### src/rtl/rca_sum_accum.sv
// ---------------------------------------------------------------------------
// rca_sum_accum
//   Accumulates 5-bit sums produced by an upstream ripple-carry adder into an
//   8-bit batch total. Each accepted sum is given SETTLE_CYCLES clocks to
//   ripple before it is sampled, then added into the running total. After
//   BATCH sums the total is presented with acc_valid until the consumer
//   takes it with acc_ready.
//
//   Parameters
//     SETTLE_CYCLES  ripple time before sampling, 1..15   (default 3)
//     BATCH          sums per completed total, 1..31      (default 4)
//
//   Ports
//     clk        in   1  rising-edge clock
//     rst_n      in   1  asynchronous active-low reset
//     sum_in     in   5  upstream sum, bit 4 = carry out
//     in_valid   in   1  new operand set present on sum_in
//     in_ready   out  1  ready to accept a new sum (IDLE only)
//     acc_out    out  8  running batch total
//     acc_valid  out  1  acc_out holds a completed batch (DONE only)
//     acc_ready  in   1  downstream consumes the completed total
//     count      out  5  sums accumulated in the current batch
//     ovf        out  1  sticky: batch total went past 255
//
//   Build option
//     RCA_SUM_SATURATE_EN  defined  : total clamps to 255 on overflow
//                          undefined: total wraps modulo 256 on overflow
// ---------------------------------------------------------------------------
module rca_sum_accum #(
   parameter int unsigned SETTLE_CYCLES = 3,
   parameter int unsigned BATCH         = 4
) (
   input  logic       clk,
   input  logic       rst_n,
   input  logic [4:0] sum_in,
   input  logic       in_valid,
   output logic       in_ready,
   output logic [7:0] acc_out,
   output logic       acc_valid,
   input  logic       acc_ready,
   output logic [4:0] count,
   output logic       ovf
);

   typedef enum logic [1:0] {
      IDLE   = 2'd0,
      SETTLE = 2'd1,
      ACCUM  = 2'd2,
      DONE   = 2'd3
   } state_t;

   localparam logic [3:0] SETTLE_LOAD = 4'(SETTLE_CYCLES - 1);
   localparam logic [4:0] BATCH_CNT   = 5'(BATCH);

   state_t     r_state;
   logic [3:0] r_settle_cnt;
   logic [4:0] r_sample;
   logic [7:0] r_acc;
   logic [4:0] r_count;
   logic       r_ovf;
   logic       r_in_ready;
   logic       r_acc_valid;

   logic [8:0] w_sum9;
   logic [7:0] w_acc_nxt;
   logic [4:0] w_count_nxt;

   always_comb begin
      w_sum9      = {1'b0, r_acc} + {4'b0000, r_sample};
      w_count_nxt = r_count + 5'd1;
`ifdef RCA_SUM_SATURATE_EN
      w_acc_nxt   = w_sum9[8] ? 8'hFF : w_sum9[7:0];
`else
      w_acc_nxt   = w_sum9[7:0];
`endif
   end

   // in_ready / acc_valid are registered alongside the state so that each is
   // asserted exactly in IDLE / DONE respectively.
   always_ff @(posedge clk or negedge rst_n) begin
      if (!rst_n) begin
         r_state      <= IDLE;
         r_settle_cnt <= '0;
         r_sample     <= '0;
         r_acc        <= '0;
         r_count      <= '0;
         r_ovf        <= 1'b0;
         r_in_ready   <= 1'b1;
         r_acc_valid  <= 1'b0;
      end else begin
         case (r_state)
            IDLE: begin
               if (in_valid) begin
                  r_state      <= SETTLE;
                  r_settle_cnt <= SETTLE_LOAD;
                  r_in_ready   <= 1'b0;
               end
            end
            SETTLE: begin
               // sum_in is only looked at on the edge where the count expires
               if (r_settle_cnt == 4'd0) begin
                  r_sample <= sum_in;
                  r_state  <= ACCUM;
               end else begin
                  r_settle_cnt <= r_settle_cnt - 4'd1;
               end
            end
            ACCUM: begin
               r_acc   <= w_acc_nxt;
               r_count <= w_count_nxt;
               if (w_sum9[8]) r_ovf <= 1'b1;
               if (w_count_nxt == BATCH_CNT) begin
                  r_state     <= DONE;
                  r_acc_valid <= 1'b1;
               end else begin
                  r_state    <= IDLE;
                  r_in_ready <= 1'b1;
               end
            end
            DONE: begin
               if (acc_ready) begin
                  r_state     <= IDLE;
                  r_acc       <= '0;
                  r_count     <= '0;
                  r_ovf       <= 1'b0;
                  r_acc_valid <= 1'b0;
                  r_in_ready  <= 1'b1;
               end
            end
            default: begin
               r_state     <= IDLE;
               r_in_ready  <= 1'b1;
               r_acc_valid <= 1'b0;
            end
         endcase
      end
   end

   assign in_ready  = r_in_ready;
   assign acc_out   = r_acc;
   assign acc_valid = r_acc_valid;
   assign count     = r_count;
   assign ovf       = r_ovf;

endmodule

### config.mk
export PLATFORM = sky130hd
export DESIGN_NAME = rca_sum_accum
export DESIGN_NICKNAME = d
export VERILOG_FILES = /design/src/rtl/rca_sum_accum.sv
export SDC_FILE = /design/constraint.sdc
export NUM_CORES = 1
export LEC_CHECK = 0
export CAP_MARGIN = 20
export CORE_ASPECT_RATIO = 1.25
export CORE_MARGIN = 10
export CORE_UTILIZATION = 57
export DETAILED_ROUTE_END_ITERATION = 6
export GPL_TIMING_DRIVEN = 0
export PLACE_DENSITY = 0.84
export REMOVE_ABC_BUFFERS = 1
export SLEW_MARGIN = 20
export SYNTH_ARGS = -nofsm -noshare
export SYNTH_HDL_FRONTEND = slang
export SYNTH_SLANG_ARGS = --single-unit
### constraint.sdc
create_clock -name clk -period 3.9 [get_ports clk]
set_input_delay 0.39 -clock clk [delete_from_list [all_inputs] [get_ports clk]]
set_output_delay 0.39 -clock clk [all_outputs]
set_load 0.05 [all_outputs]
==> flow_metrics.tcl, run 1 <==
set metrics [dict create \
    avgViaCountPerCell 5.84 \
    start_util 0.600 \
    synth.avg_cell_area_um2 10.1 \
    antenna_cells 0 \
    synth_xor_area_frac 0.0162 \
    netlist_area_um2 1620 \
    dpl_worst_slack_ns 1.60 \
    grt_pass1_vias 1352 \
    cp_max_fo 11 \
    htreeDepth 1 \
    worstPathRequired_ns 4.15 \
    critPathKind "reg -> reg" \
    rsz0062_at_grt "false" \
    area_growth_pct 18.4 \
    hpwl_mm 2.63 \
    power_mw 1.74 \
    synth.distinct_cells 44 \
    use_met2 0.236 \
    grt_pass1_wl_mm 5.76 \
    port_buffers 24 \
    io_pins 25 \
    fin_area_um2 1920 \
    dieArea_um2 5390 \
    cp-start-kind "flop" \
    syn_inst 161 \
    leakage_nw 0.883 \
    track_usage 0.135 \
    fmax_ghz 0.425 \
    power_density_nw_per_um2 903 \
    final_util 0.710 \
    vdd_ir_drop_max_mv 0.602 \
    finalCritPeriodShare 0.603 \
    slew_viol_final 0 \
    worstMarginPinSlew_ns 0.824 \
    synth-compound-area-share 0.185 \
    busiest_layer "met2" \
    die_width_um 67.7 \
    seq_area_frac_synth 0.417 \
    die_h_um 79.7 \
    final_nets 213 \
    cts_setup_buffers 0 \
    finalSetupViolations 0 \
    synth_top_family_by_area "compound AO/OA/AOI/OAI gates" \
    mostFrequentLayoutCell "dfrtp_1" \
    skew_ns 0.00434 \
    ys_seq_elements 27 \
    cts_resized 0 \
    worst_slack_ns 1.55 \
    antenna_found_initial 0 \
    numCtsBuffers 3 \
    arrival_ns 2.60 \
    ys.warnings.count 0 \
    drtPass1Iterations 4 \
    grt_start_max_net_pins 28 \
    grt_overflow_total 0 \
    slew_headroom 0.449 \
    design.core.area_um2 2710 \
    clock_path_buffers 2 \
    layout-drive-gt1-share 0.0957 \
    path_clk_slew_ns 0.14 \
    drt-total-wl_mm 3.38 \
    hp-class "in -> async" \
    timing.hold.ws_ns 0.0563 \
    route.antenna.remaining_nets 0 \
    cts_hold_buf 0 \
    most-common-layout-cells "26 x dfrtp_1, 23 x clkdlybuf4s50_1, 18 x nand2_1, 17 x o21ai_0, 14 x ha_1" \
    final.min_clock_period_ns 2.35 \
    cts-root-buf "clkbuf_4" \
    fillers 211 \
    place_area_um2 1900 \
    gp_congestion 0.807 \
    run_status "finished clean" \
    grt_use_met1 0.138 \
    hold_viol_final 0 \
    dr_total_vias 1297 \
    wire_per_inst_um 15.2 \
    drc 0 \
    setup-tns-final_ns 0 \
    cp-end-kind "flop" \
    drtIter0Drc 93 \
    rows 21 \
    placedCellCount 218 \
    cts_tree "yes" \
    clkLatencyLatePin_ns 0.32 \
    cap_viol_max_count 0 \
    clock-sinks 27 \
    synth_mux_area_frac 0.0601 \
    yosys.area_share.simple 0.177 \
    layout.cells.non_filler 222 \
    met3_usage 0.0351 \
    synth_fa_ha_area_frac 0.120 \
]
synthesized netlist by cell type (all sizes together):
cell,n,area share
inv,9,0.021
o21ai,17,0.052
nand3,4,0.012
or2,1,0.0039
dfstp,1,0.016
o21a,1,0.0046
nand4b,1,0.0054
nor3,3,0.0092
a311oi,1,0.0054
and2,1,0.0039
buf,1,0.0031
mux2i,3,0.019
nor2,9,0.025
fa,1,0.012
o211ai,2,0.0092
a22o,3,0.016
mux2,6,0.042
o311a,1,0.0062
nor2b,6,0.028
nand2,18,0.042
xor2,2,0.011
ha,14,0.11
a31oi,3,0.012
or3b,2,0.012
dfrtp,26,0.40
and4,1,0.0054
o32ai,1,0.0054
and3,2,0.0077
nand3b,1,0.0046
o21bai,1,0.0046
o31ai,2,0.0092
and4b,1,0.0062
nand4,2,0.0077
a211oi,3,0.022
xnor2,1,0.0054
nand2b,1,0.0039
a21oi,5,0.018
o221a,1,0.0069
a21o,3,0.014
path summary, 6_finish.rpt:
check	startpoint	end	slack [ns]	cells after the start
max in group asynchronous	rst_n	acc_out[3]	3.45	1
max reg2reg	r_state[0]	acc_out[7]	1.55	6
min reg2reg	acc_out[7]	acc_out[7]	0.53	1
max	r_state[0]	acc_out[7]	1.55	6
min	rst_n	count[0]	0.06	1
min in group clk	acc_out[7]	acc_out[7]	0.53	1
metal layers:
| metal | routed length (µm) | share of wire | up-vias |
|---|---|---|---|
| met5 | 0 | 0 | - |
| met4 | 52 | 0.015 | 0 |
| met3 | 211 | 0.062 | 4 |
| met2 | 1740 | 0.52 | 23 |
| met1 | 1370 | 0.41 | 635 |
| li1 | - | - | 635 |
power by group:
part / internal, mW / switching, mW / total, mW
clock: 0.0401 / 0.0790 / 0.119
sequential: 0.406 / 0.132 / 0.538
combinational: 0.426 / 0.653 / 1.08
total: 0.872 / 0.864 / 1.74
flip-flops by register name, indices dropped and copies added (netlist names):
signal and count:
r_settle_cnt 4, count 5, r_sample 5, in_ready 1
acc_valid 1, r_state 2, acc_out 8, ovf 1
cell families (layout without fill, tap and decap cells):
kind of cell | count (synthesis) | after routing
AO/OA/AOI/OAI | 44 | 44
XOR/XNOR | 3 | 3
adder cells (fa/ha/maj) | 15 | 15
buffers and inverters | 10 | 37
flip-flops | 27 | 27
multiplexers | 9 | 9
AND/OR/NAND/NOR | 53 | 53
worst max-delay path: stages, from the launching register on:
cell	delay (ns)
dfrtp_1	0.47
inv_1	0.14
ha_1	0.27
nor2b_1	0.70
nand3_1	0.14
or3b_1	0.40
mux2i_1	0.17
layout make-up:
class	count	area [µm²]	share of cell area
clock buffer	4	26.3	0.0137
tap	34	42.5	0.0221
inverter	9	33.8	0.0176
timing repair buffer	24	235	0.122
multi-input combinational	124	907	0.472
sequential	27	677	0.352
No activity file was read; power rests on OpenSTA's default activity.
==> inputs of run 2 (changes only) <==
--- a/config.mk
+++ b/config.mk
@@ -8,10 +8,10 @@
 export CAP_MARGIN = 20
 export CORE_ASPECT_RATIO = 1.25
 export CORE_MARGIN = 10
-export CORE_UTILIZATION = 57
+export CORE_UTILIZATION = 48
 export DETAILED_ROUTE_END_ITERATION = 6
 export GPL_TIMING_DRIVEN = 0
-export PLACE_DENSITY = 0.84
+export PLACE_DENSITY = 0.75
 export REMOVE_ABC_BUFFERS = 1
 export SLEW_MARGIN = 20
 export SYNTH_ARGS = -nofsm -noshare
==> constraint.sdc (replaced) <==
create_clock -name clk -period 2 [get_ports clk]
set_input_delay 0.2 -clock clk [delete_from_list [all_inputs] [get_ports clk]]
set_output_delay 0.2 -clock clk [all_outputs]
set_load 0.05 [all_outputs]
==> run 2 against run 1 <==
Compared with the run above:
- combinational power rose by 110%
- utilization down 8.6 points
- critical path depth stayed put
- register-to-register slack got worse by 1.5 ns
- clock skew fell by 0.00098 ns
- wire length grew 9.4%
- first-iteration DRC count shrank 15%
- flip-flop and latch count is the same
- count of clock-buffer cells in the layout did not move
- sequential power is 97% higher
- critical path type unchanged
- largest power group unchanged
==> flow_metrics.tcl, run 2 (synthesized netlist as in run 1, its figures left out) <==
set metrics [dict create \
    io_pins 25 \
    drtIter0Drc 79 \
    antenna_cells 0 \
    wl_met3_um 213 \
    layout.cells.non_filler 231 \
    htreeDepth 1 \
    hp-class "in -> async" \
    die_h_um 85.0 \
    slew_headroom 0.580 \
    cp_max_fo 5 \
    power_mw 3.62 \
    final_nets 219 \
    place_area_um2 1900 \
    critPathKind "reg -> reg" \
    cp-end-kind "flop" \
    drt-total-wl_mm 3.70 \
    timing.hold.ws_ns 0.464 \
    cts_tree "yes" \
    drc 0 \
    hold_viol_final 0 \
    largest_reg_flops 8 \
    grt_overflow_total 0 \
    run_status "finished clean" \
    worstMarginPinSlew_ns 0.630 \
    die_width_um 72.0 \
    numCtsBuffers 3 \
    cap_viol_max_count 0 \
    final.min_clock_period_ns 1.91 \
    dpl_worst_slack_ns -0.310 \
    dr_total_vias 1314 \
    antenna_found_initial 0 \
    met2_length_mm 1.86 \
    fillers 277 \
    grt_pass1_wl_mm 6.23 \
    gp_congestion 0.816 \
    start_util 0.503 \
    final_util 0.625 \
    finalCritPeriodShare 0.957 \
    multi_input_area_um2 928 \
    grt_pass1_vias 1364 \
    clock-sinks 27 \
    dieArea_um2 6120 \
    layout-drive-gt1-share 0.134 \
    power_density_nw_per_um2 1800 \
    wire_per_inst_um 16.0 \
    fmax_ghz 0.522 \
    clkLatencyLatePin_ns 0.28 \
    cp-start-kind "flop" \
    hpwl_mm 2.70 \
    track_usage 0.122 \
    rows 23 \
    most-common-layout-cells "26 x dfrtp_1, 23 x clkdlybuf4s50_1, 18 x nand2_1, 16 x o21ai_0, 13 x ha_1" \
    area_growth_pct 24.1 \
    clock_path_buffers 2 \
    path_clk_slew_ns 0.10 \
    grt_start_max_net_pins 28 \
    port_buffers 24 \
    route.antenna.remaining_nets 0 \
    arrival_ns 2.11 \
    finalSetupViolations 0 \
    setup-tns-final_ns 0 \
    leakage_nw 0.925 \
    fin_area_um2 2010 \
    vdd_ir_drop_max_mv 1.28 \
    cts-root-buf "clkbuf_8" \
    mostFrequentLayoutCell "dfrtp_1" \
    highest_layer "met4" \
    placedCellCount 221 \
    skew_ns 0.00336 \
    drtPass1Iterations 4 \
    worst_slack_ns 0.0858 \
    rsz0062_at_grt "false" \
    avgViaCountPerCell 5.69 \
    design.core.area_um2 3220 \
    slew_viol_final 0 \
    wl_met1_mm 1.55 \
    worstPathRequired_ns 2.20 \
    layout.area.seq_um2 677 \
]
run 2: final timing paths:
check	startpoint	to	slack (ns)	cells after the start
worst max-delay path	acc_out[0]	ovf	0.09	6
worst max register to register	acc_out[0]	ovf	0.09	6
max in group asynchronous	rst_n	r_settle_cnt[1]	1.12	2
min in group clk	r_settle_cnt[2]	r_settle_cnt[2]	0.52	1
worst min register to register	r_settle_cnt[2]	r_settle_cnt[2]	0.52	1
worst min-delay path	rst_n	count[0]	0.46	2
run 2: routing by layer:
layer,up-vias,track usage
li1,642,-
met1,634,0.137
met2,31,0.206
met3,7,0.0373
met4,0,0.0547
met5,-,0
run 2: area by class of cell:
class                           instances  area share
Multi-Input combinational cell        124       0.461
Timing Repair Buffer                   30       0.140
Sequential cell                        27       0.336
Tap cell                               37      0.0230
Clock buffer                            4      0.0224
Inverter                                9      0.0168
run 2: worst max-delay path, stage by stage (launching register included):
cell	delay, ns
dfrtp_1	0.41
ha_1	0.25
fa_1	0.42
a21oi_1	0.25
o21ai_2	0.15
o21a_1	0.18
o211ai_1	0.17
run 2: timing repair:
| action | 4_1_cts | 5_1_grt |
|---|---|---|
| hold buffers | 1 | 0 |
| endpoints found under the hold margin | 26 | 0 |
| endpoints found under the setup margin | 13 | 4 |
| gates resized for setup | 3 | 3 |
| setup buffers | 0 | 5 |
run 2: power breakdown:
part	total (mW)	internal, mW	switching (mW)
registers	1.06	0.793	0.264
clock network	0.322	0.143	0.179
logic	2.24	0.916	1.32
==> inputs of run 3 (changes only) <==
--- a/config.mk
+++ b/config.mk
@@ -9,6 +9,7 @@
 export CORE_ASPECT_RATIO = 1.25
 export CORE_MARGIN = 10
 export CORE_UTILIZATION = 48
+export CTS_CLUSTER_SIZE = 25
 export DETAILED_ROUTE_END_ITERATION = 6
 export GPL_TIMING_DRIVEN = 0
 export PLACE_DENSITY = 0.75
==> constraint.sdc (replaced) <==
create_clock -name clk -period 1.65 [get_ports clk]
set_input_delay 0.165 -clock clk [delete_from_list [all_inputs] [get_ports clk]]
set_output_delay 0.165 -clock clk [all_outputs]
set_load 0.05 [all_outputs]
==> run 3 against run 2 <==
Compared with the run above:
- the run now ends with setup timing left
- first-iteration DRC count shrank 14%
- setup slack lost 0.18 ns
- largest power group unchanged
- wire length grew 23%
- global-route usage grew 1.4 points
==> flow_metrics.tcl, run 3 (synthesized netlist as in run 1, its figures left out) <==
set metrics [dict create \
    track_usage 0.136 \
    drtPass1Iterations 4 \
    mostFrequentLayoutCell "buf_4" \
    cp_num_buf_inv 1 \
    grt_pass1_wl_mm 6.92 \
    antenna_found_initial 0 \
    rows 23 \
    largest_reg_flops 8 \
    port_buffers 24 \
    dieArea_um2 6120 \
    p_int_mw 2.79 \
    cts-root-buf "clkbuf_8" \
    skew_ns 0.00251 \
    drc 0 \
    finalSetupViolations 8 \
    vdd_ir_drop_max_mv 1.65 \
    wl_met1_mm 1.86 \
    cap_viol_max_count 0 \
    wire_per_inst_um 17.7 \
    drt-total-wl_mm 4.54 \
    dpl_worst_slack_ns -0.660 \
    path_clk_slew_ns 0.10 \
    antenna_cells 0 \
    critPathKind "reg -> reg" \
    cts_tree "yes" \
    hold_viol_final 0 \
    most-common-layout-cells "29 x buf_4, 21 x dfrtp_1, 18 x nand2_1, 16 x dlygate4sd2_1, 13 x o21ai_0" \
    power_density_nw_per_um2 2250 \
    worstPathRequired_ns 1.82 \
    slew_viol_final 0 \
    crit_path_cell_trace "inv_2, ha_4, or3b_4, nor2_4, or2_4, mux2_4" \
    cp-start-kind "flop" \
    final_util 0.735 \
    worstMarginPinSlew_ns 0.618 \
    highest_layer "met4" \
    slew_headroom 0.588 \
    gp_congestion 0.816 \
    clkPwrFrac 0.074 \
    fillers 226 \
    grt_pass1_vias 1505 \
    worst_slack_ns -0.0926 \
    design.core.area_um2 3220 \
    clock_path_buffers 2 \
    die_width_um 72.0 \
    hpwl_mm 2.70 \
    dr_total_vias 1454 \
    cp-end-kind "flop" \
    layout-drive-gt1-share 0.359 \
    final.min_clock_period_ns 1.74 \
    cp_max_fo 3 \
    placedCellCount 221 \
    fmax_ghz 0.574 \
    share_seq_of_total_power 0.248 \
    start_util 0.503 \
    drtIter0Drc 68 \
    cp_slowest_cell "dfrtp_1" \
    p_switching_mw 2.55 \
    route.antenna.remaining_nets 0 \
    violations "setup timing" \
    run_status "finished, violations left" \
    cp_top_family "simple AND/OR/NAND/NOR gates" \
    p_comb_frac 0.678 \
    clock-sinks 27 \
    max_stage_delay_ns 0.41 \
    met2_length_mm 2.37 \
    area_growth_pct 46.0 \
    final_nets 245 \
    die_h_um 85.0 \
    grt_overflow_total 0 \
    p_sw_frac 0.477 \
    wl_met3_um 250 \
    io_pins 25 \
    finalCritPeriodShare 1.06 \
    leakage_nw 1.11 \
    avgViaCountPerCell 5.66 \
    grt_start_max_net_pins 28 \
    clkLatencyLatePin_ns 0.28 \
    rsz0062_at_grt "true" \
    htreeDepth 1 \
    arrival_ns 1.92 \
    numCtsBuffers 3 \
    hp-class "in -> async" \
    layout.cells.non_filler 257 \
]
==> run 3: cell types whose count changed in the layout (fill, tap and decap cells not counted), sizes merged <==
cell	before	now
dlygate4sd2	0	16
buf	6	32
clkdlybuf4s50	23	7
==> run 3: worst register-to-register path, delay by kind of cell, from the launching register on <==
kind                     cells  cell delay (ns)
multiplexers                 1             0.29
buffers and inverters        1             0.08
flip-flops                   1             0.41
AND/OR/NAND/NOR              3             0.73
adder cells (fa/ha/maj)      1             0.11
==> run 3: path summary, 6_finish.rpt <==
| path | start | end | slack (ns) | cells past startpoint |
|---|---|---|---|---|
| worst max-delay path | r_settle_cnt[1] | r_settle_cnt[1] | -0.09 | 6 |
| worst min-delay path | rst_n | acc_out[7] | 0.42 | 2 |
| worst max register to register | r_settle_cnt[1] | r_settle_cnt[1] | -0.09 | 6 |
| worst min register to register | r_settle_cnt[2] | r_settle_cnt[2] | 0.52 | 1 |
| max in group asynchronous | rst_n | r_sample[1] | 0.79 | 2 |
| min in group clk | sum_in[3] | r_sample[3] | 0.49 | 2 |
==> run 3: routing by layer <==
| metal | GRT usage | vias to the layer above |
|---|---|---|
| met2 | 0.240 | 33 |
| met3 | 0.0361 | 7 |
| li1 | - | 702 |
| met5 | 0 | - |
| met1 | 0.151 | 712 |
| met4 | 0.0511 | 0 |
==> run 3: layout make-up <==
class	instances	area [µm²]	share of cell area
well taps	37	46.3	0.0195
inverters	9	33.8	0.0143
repair buffers	56	465	0.196
multi-input cells	124	1100	0.463
flip-flops and latches	27	683	0.288
clock buffers	4	45.0	0.0190
==> run 3: power groups by stage <==
stage | clock network [mW] | logic (mW) | registers (mW)
3_5_place_dp | 0 | 2.57 | 1.29
5_1_grt | 0.423 | 3.90 | 1.36
6_report | 0.396 | 3.62 | 1.32
3_3_place_gp | 0 | 2.48 | 1.27
4_1_cts | 0.392 | 2.98 | 1.27
2_1_floorplan | 0 | 1.35 | 1.76
==> run 3: repair_timing <==
| item | in CTS | in global routing |
|---|---|---|
| setup buffers | 15 | 16 |
| pin swaps | 8 | 10 |
| setup endpoints to repair | 40 | 22 |
| hold endpoints to repair | 26 | 0 |
| gates resized for setup | 48 | 19 |
| hold buffers | 1 | 0 |
==> run 3: through the flow <==
step / area [µm²] / hold slack [ns] / TNS [ns] / total power [mW]
5_1_grt: 2370 / 0.467 / -1.14 / 5.68
6_report: 2370 / 0.422 / -0.448 / 5.33
4_1_cts: 2160 / 0.457 / -0.424 / 4.64
2_1_floorplan: 1620 / -0.131 / -2.18 / 3.11
3_5_place_dp: 1900 / 0.217 / -7.29 / 3.86
3_3_place_gp: 1900 / 0.500 / -6.07 / 3.74
